<file path="config.mk">
export PLATFORM = sky130hd
export DESIGN_NAME = accumulator_serial_receiver
export DESIGN_NICKNAME = d
export VERILOG_FILES = /design/src/rtl/accumulator_serial_receiver.sv
export SDC_FILE = /design/constraint.sdc
export NUM_CORES = 1
export LEC_CHECK = 0
export BUFFER_PORTS_ARGS = -buffer_cell sky130_fd_sc_hd__buf_2
export CAP_MARGIN = 0
export CORE_MARGIN = 2
export CORE_UTILIZATION = 40
export DETAILED_ROUTE_END_ITERATION = 10
export SLEW_MARGIN = 20
export SYNTH_ARGS = -nofsm -noshare
export SYNTH_HDL_FRONTEND = slang
export SYNTH_SLANG_ARGS = --single-unit
</file>
<file path="constraint.sdc">
create_clock -name clk -period 1.83 [get_ports clk]
set_input_delay 0.366 -clock clk [delete_from_list [all_inputs] [get_ports clk]]
set_output_delay 0.366 -clock clk [all_outputs]
set_load 0.005 [all_outputs]
</file>
<file path="src/rtl/accumulator_serial_receiver.sv">
// Receive side of the accumulator serial readout link: rebuilds MSB-first words
// from serialStart/serialIn and hands them to a capture block over valid/ready.
module accumulator_serial_receiver #(
  parameter int ACC_WIDTH = 16,
  parameter int NUM_WORDS = 4,
  parameter int IDX_WIDTH = 2
) (
  input  logic                 clk,
  input  logic                 reset,
  input  logic                 serialStart,
  input  logic                 serialIn,
  output logic [ACC_WIDTH-1:0] word_data,
  output logic [IDX_WIDTH-1:0] word_index,
  output logic                 word_valid,
  input  logic                 word_ready,
  output logic                 frame_done,
  output logic                 frame_error,
  output logic                 overrun,
  output logic [15:0]          frame_count
);

  localparam int BW = $clog2(ACC_WIDTH);
  localparam logic [BW-1:0]        BIT_LAST  = BW'(ACC_WIDTH - 1);
  localparam logic [IDX_WIDTH-1:0] WORD_LAST = IDX_WIDTH'(NUM_WORDS - 1);

  typedef enum logic {S_IDLE, S_SHIFT} state_t;

  state_t                 state_q, state_d;
  logic [ACC_WIDTH-2:0]   shift_q;
  logic [BW-1:0]          bit_cnt_q;
  logic [IDX_WIDTH-1:0]   word_cnt_q;

  logic shift_en, restart, word_done, last_word;

  // State register
  always_ff @(posedge clk) begin
    if (reset) state_q <= S_IDLE;
    else       state_q <= state_d;
  end

  // Next-state logic: a start marker always (re)enters SHIFT
  always_comb begin
    state_d = state_q;
    unique case (state_q)
      S_IDLE:  if (serialStart) state_d = S_SHIFT;
      S_SHIFT: if (last_word)   state_d = S_IDLE;
      default: state_d = S_IDLE;
    endcase
  end

  // Decoded control; a start marker inside SHIFT overrides any word completion
  always_comb begin
    shift_en  = serialStart || (state_q == S_SHIFT);
    restart   = serialStart && (state_q == S_SHIFT);
    word_done = (state_q == S_SHIFT) && !serialStart && (bit_cnt_q == BIT_LAST);
    last_word = word_done && (word_cnt_q == WORD_LAST);
  end

  // Handshake: word_valid holds word_data/word_index stable until a cycle with
  // word_ready=1 (transfer on that edge); a word completing while the register
  // is full and not being accepted is dropped and flagged as overrun.
  always_ff @(posedge clk) begin
    if (reset) begin
      shift_q     <= '0;
      bit_cnt_q   <= '0;
      word_cnt_q  <= '0;
      word_data   <= '0;
      word_index  <= '0;
      word_valid  <= 1'b0;
      frame_done  <= 1'b0;
      frame_error <= 1'b0;
      overrun     <= 1'b0;
      frame_count <= '0;
    end else begin
      frame_done <= 1'b0;
      if (word_valid && word_ready) word_valid <= 1'b0;
      if (shift_en) shift_q <= {shift_q[ACC_WIDTH-3:0], serialIn};

      if (serialStart) begin
        bit_cnt_q  <= BW'(1);
        word_cnt_q <= '0;
        if (restart) frame_error <= 1'b1;
      end else if (state_q == S_SHIFT) begin
        if (word_done) begin
          bit_cnt_q  <= '0;
          word_cnt_q <= last_word ? '0 : word_cnt_q + IDX_WIDTH'(1);
          if (!word_valid || word_ready) begin
            word_data  <= {shift_q, serialIn};
            word_index <= word_cnt_q;
            word_valid <= 1'b1;
          end else begin
            overrun <= 1'b1;
          end
          if (last_word) begin
            frame_done  <= 1'b1;
            frame_count <= frame_count + 16'd1;
          end
        end else begin
          bit_cnt_q <= bit_cnt_q + BW'(1);
        end
      end
    end
  end

endmodule

</file>
Yosys cells after proc, flatten, opt, wreduce, memory -nomap -nowiden
Cells that the tools add are included.
Widths: inputs -> output; s select.
{ "totals": {"elab_cells": 51, "register_bits": 60, "in_bits": 5, "output_inout_bits": 38} }
{ "classes": {"mux": 13, "add_sub_neg": 3, "n_reduce_logical": 17, "n_eq_ne": 2, "bitwise": 4} }
{ "ops": {"columns": ["operator", "n"], "rows": [
  ["$add 16x1->16 const B", 1],
  ["$reduce_and 4->1", 3],
  ["$mux 1", 10],
  ["$logic_and 1x1->1", 5],
  ["$add 4x1->4 const B", 1],
  ["$eq 4x4->1 const B", 1],
  ["$mux 4", 1],
  ["$not 1->1", 4],
  ["$reduce_and 2->1", 2],
  ["$reduce_or 4->1", 1],
  ["$add 2x1->2 const B", 1],
  ["$eq 2x2->1 const B", 1],
  ["$logic_not 1->1", 2],
  ["$logic_or 1x1->1", 2],
  ["$mux 2", 1],
  ["$pmux 1 s2", 1],
  ["$reduce_bool 2->1", 1],
  ["$reduce_or 2->1", 1]
]} }

Depth between registers and ports, before layout
{ "logic_depth": {"depth_word": 6, "ltp_mapped": 7, "mapped_depth_nobuf": 5} }

Worst setup path after synthesis
Ideal clock, no wire load.
{ "synth_path": {"kind": "register -> register", "start": "register bit_cnt_q[0]", "end": "register frame_count[15]", "period_less_slack_ps": 1845, "t_required_ps": 1709, "path_buffers": 0, "slack_ps": -15, "t_arrival_ps": 1724, "setup_time_ps": 121, "stages_incl_launch_ff": 6, "cell_sequence": "dfxtp_1 -> ha_1 -> nand4_2 -> or4_4 -> nor3_1 -> mux2_2"} }
{ "synth_between": {"elab_chain_len": 4} }
{ "synth_lines": {"columns": ["element", "line", "rtl"], "rows": [
  ["start, declared", "30", "logic [BW-1:0] bit_cnt_q;"],
  ["start signal, assigned", "99", "bit_cnt_q <= bit_cnt_q + BW'(1);"],
  ["$eq 4x4->1 (*)", "55", "word_done = (state_q == S_SHIFT) && !serialStart && (bit_cnt_q == BIT_LAST);"],
  ["$logic_and 1x1->1 (*)", "55", null],
  ["$logic_and 1x1->1", "56", "last_word = word_done && (word_cnt_q == WORD_LAST);"],
  ["$reduce_and 4->1 (no source line) (*)", null, null],
  ["end signal, assigned", "96", "frame_count <= frame_count + 16'd1;"],
  ["end, declared", "19", "output logic [15:0] frame_count"]
]} }
Mark *: on every way between the ends. The rest lies on a longest branch, timed or not.
A chain may end at the register's enable or synchronous reset.

Worst setup path after layout
{ "layout_path": {"start": "register bit_cnt_q[0]", "end": "register frame_count[14]"} }
The elaborated chain is that of the path after synthesis.

==> flow_summary.ini <==
[power_and_ir_drop]
irDropWorstVdd_mv = 0.556
finalPower_uw = 2810
leakage_uw = 0.00121
power_density_nw_per_um2 = 942

[floorplan]
die_x_um = 80.6
die_area_sq_um = 6490
io_pins = 43
start_util_pct = 42.1
rows = 27
die_h_um = 80.6
core_area_sq_um = 5570

[cts]
cts_inserted_buffers = 9
htree_levels = 3
clk_pin_slew_ps = 70
clk_path_buf_depth = 2
ctsRootBufferMaster = clkbuf_8
clkLatencyLatePin_ps = 340
cts.sinks = 60
tritoncts = yes

[sta]
worst_pin_slew_ps = 476
final.setup.tns_ps = 0
rsz0062_at_grt = no
setup_viol = 0
clock_skew_ps = 5.09
finalHoldViolations = 0
fin_crit_ps = 1750
post-route-period-util_pct = 95.4
finalMaxSlewViolations = 0
max_freq_mhz = 573
max_slew_margin_pct = 68.0

[placement]
dpl.hpwl_um = 3250
gp_congestion = 0.800
port_buffers = 42
dpl_cell_area_sq_um = 2730
post-place-cells = 378

[yosys]
synth_area_per_cell_sq_um = 8.92
async_flop_share_pct = 0
synth_nets = 271
synth_edf_count = 0
synth_top_area_share_pct = 51.2
yosys.area.top_type = dfxtp_1
synth_ff_type = dfxtp_1
synth.distinct_cells = 34
synth_warnings = 0
synth_seq_cells = 60
synth_seq_area_share_pct = 51.2
synthCells = 263
synthTopCellsByArea = dfxtp_1, mux2i_1, nor2_1, nand2_1, a21oi_1
netlist_area_sq_um = 2340

[layout]
final_cell_area_sq_um = 2980
multiInputGateArea_sq_um = 1090
layout_common_cells = dfxtp_1, buf_2, nor2_1
final_nets = 325
drive_gt1_share_pct = 27.6
antenna_cells = 0
syn2layout_area_growth_pct = 27.1
seq_area_sq_um = 1210
fillerInstances = 531
fin_cells = 394
layout_commonest_cell = dfxtp_1

[global_route]
antenna_found_initial = 0
grt_max_degree = 34
grt_pass1_wl_um = 8000
grt_usage_pct = 16.2
grt_overflow_total = 0
grt_pass1_vias = 1806

[drt]
ant_nets = 0
dr.pass1.iters = 4
vias = 1939
drt_iter0_markers = 93
drc_errors = 0
viasPerCell = 4.92
drt-wirelength-per-cell_um = 12.0
routed_wl_um = 4720

[critical_path]
crit_path_end_kind = register
ff2ff_setup_slack_ps = 80
path_class = reg -> reg
cp-start-kind = register
crit_arrival_ps = 2020
critPathMaxFanout = 6
required_ps = 2100

[outcome]
status = finished clean

[job]
cap_violations = 0

[hold_path]
hold_class = in -> reg
[per-layer routing]
layer  global-route usage (%)  part of all wire [%]  routed length [um]  vias to the layer above
li1                         -                     -                   -                     1000
met5                        0                     0                   0                        -
met4                     10.2                   2.3                 108                        0
met1                     21.4                    51                2410                      888
met2                     23.3                    42                1970                       41
met3                     4.38                   4.9                 233                       10
[flip-flops by register name, indices dropped and copies added, names as in the netlist]
name         cells
frame_count     16
word_data       16
shift_q         15
bit_cnt_q        4
word_cnt_q       2
word_index       2
frame_done       1
frame_error      1
overrun          1
state_q          1
word_valid       1
[worst paths after layout]
check                            start                           end  cells past startpoint
max          bit_cnt_q[0]$_SDFFE_PP0P_  frame_count[14]$_SDFFE_PP0P_                      6
min                           serialIn       shift_q[0]$_SDFFE_PP0P_                      3
max reg2reg  bit_cnt_q[0]$_SDFFE_PP0P_  frame_count[14]$_SDFFE_PP0P_                      6
min reg2reg   shift_q[14]$_SDFFE_PP0P_      shift_q[14]$_SDFFE_PP0P_                      2
[what timing repair did]
item                       in CTS  in global routing
hold buffers                    0                  0
hold endpoints to repair        0                  0
setup endpoints to repair       0                  4
setup buffers                   0                  0
resized for setup               0                  8
[layout make-up]
| type | instances | share of cell area [%] |
|---|---|---|
| flip-flops and latches | 60 | 40.5 |
| multi-input cells | 183 | 36.5 |
| repair buffers | 59 | 11.8 |
| clock buffers | 11 | 4.41 |
| clock inverters | 5 | 3.36 |
| well taps | 72 | 3.02 |
| inverters | 4 | 0.504 |
[per-stage QoR]
stage	setup slack, ps	utilization (%)	hold slack [ps]
2_1_floorplan	28.7	-	432
3_3_place_gp	56.9	49.0	442
3_5_place_dp	23.5	49.0	453
4_1_cts	10.3	53.1	270
5_1_grt	8.57	53.5	301
6_report	84.7	53.5	274
[power by group]
group / switching [uW] / total [uW] / internal (uW)
combinational: 52.6 / 79.2 / 26.6
sequential: 6.96 / 1320 / 1310
clock: 506 / 1410 / 901
total: 566 / 2810 / 2240
[synth_stat cells, types with 2 or more instances]
| cell | number |
|---|---|
| a21oi_1 | 27 |
| and4_1 | 3 |
| buf_4 | 2 |
| clkbuf_1 | 12 |
| dfxtp_1 | 60 |
| ha_1 | 3 |
| inv_1 | 4 |
| mux2_2 | 2 |
| mux2i_1 | 20 |
| nand2_1 | 37 |
| nand3_1 | 5 |
| nand4_1 | 4 |
| nor2_1 | 38 |
| nor2b_1 | 4 |
| nor3_1 | 6 |
| nor4_1 | 2 |
| o21ai_0 | 7 |
| or2_2 | 2 |
| or3_1 | 3 |
| xnor2_1 | 5 |
| xor2_1 | 4 |
[critical path, cell delays in order (launching register included)]
cell     delay [ps]
dfxtp_1         340
ha_2            190
buf_4           110
and4_4          230
nand4_1         220
or3_1           450
a21oi_2         140
[cells by family (layout without fill, tap and decap cells)]
group                    count (synthesis)  count (layout)  share of synthesized area [%]
AND/OR/NAND/NOR                        113             113                           22.9
adder cells (fa/ha/maj)                  3               3                           1.60
XOR/XNOR                                 9               9                           3.36
multiplexers                            22              22                           9.50
flip-flops                              60              60                           51.2
buffers and inverters                   20              79                           3.57
AO/OA/AOI/OAI                           36              36                           7.84
Power figures use the tool's default switching activity.
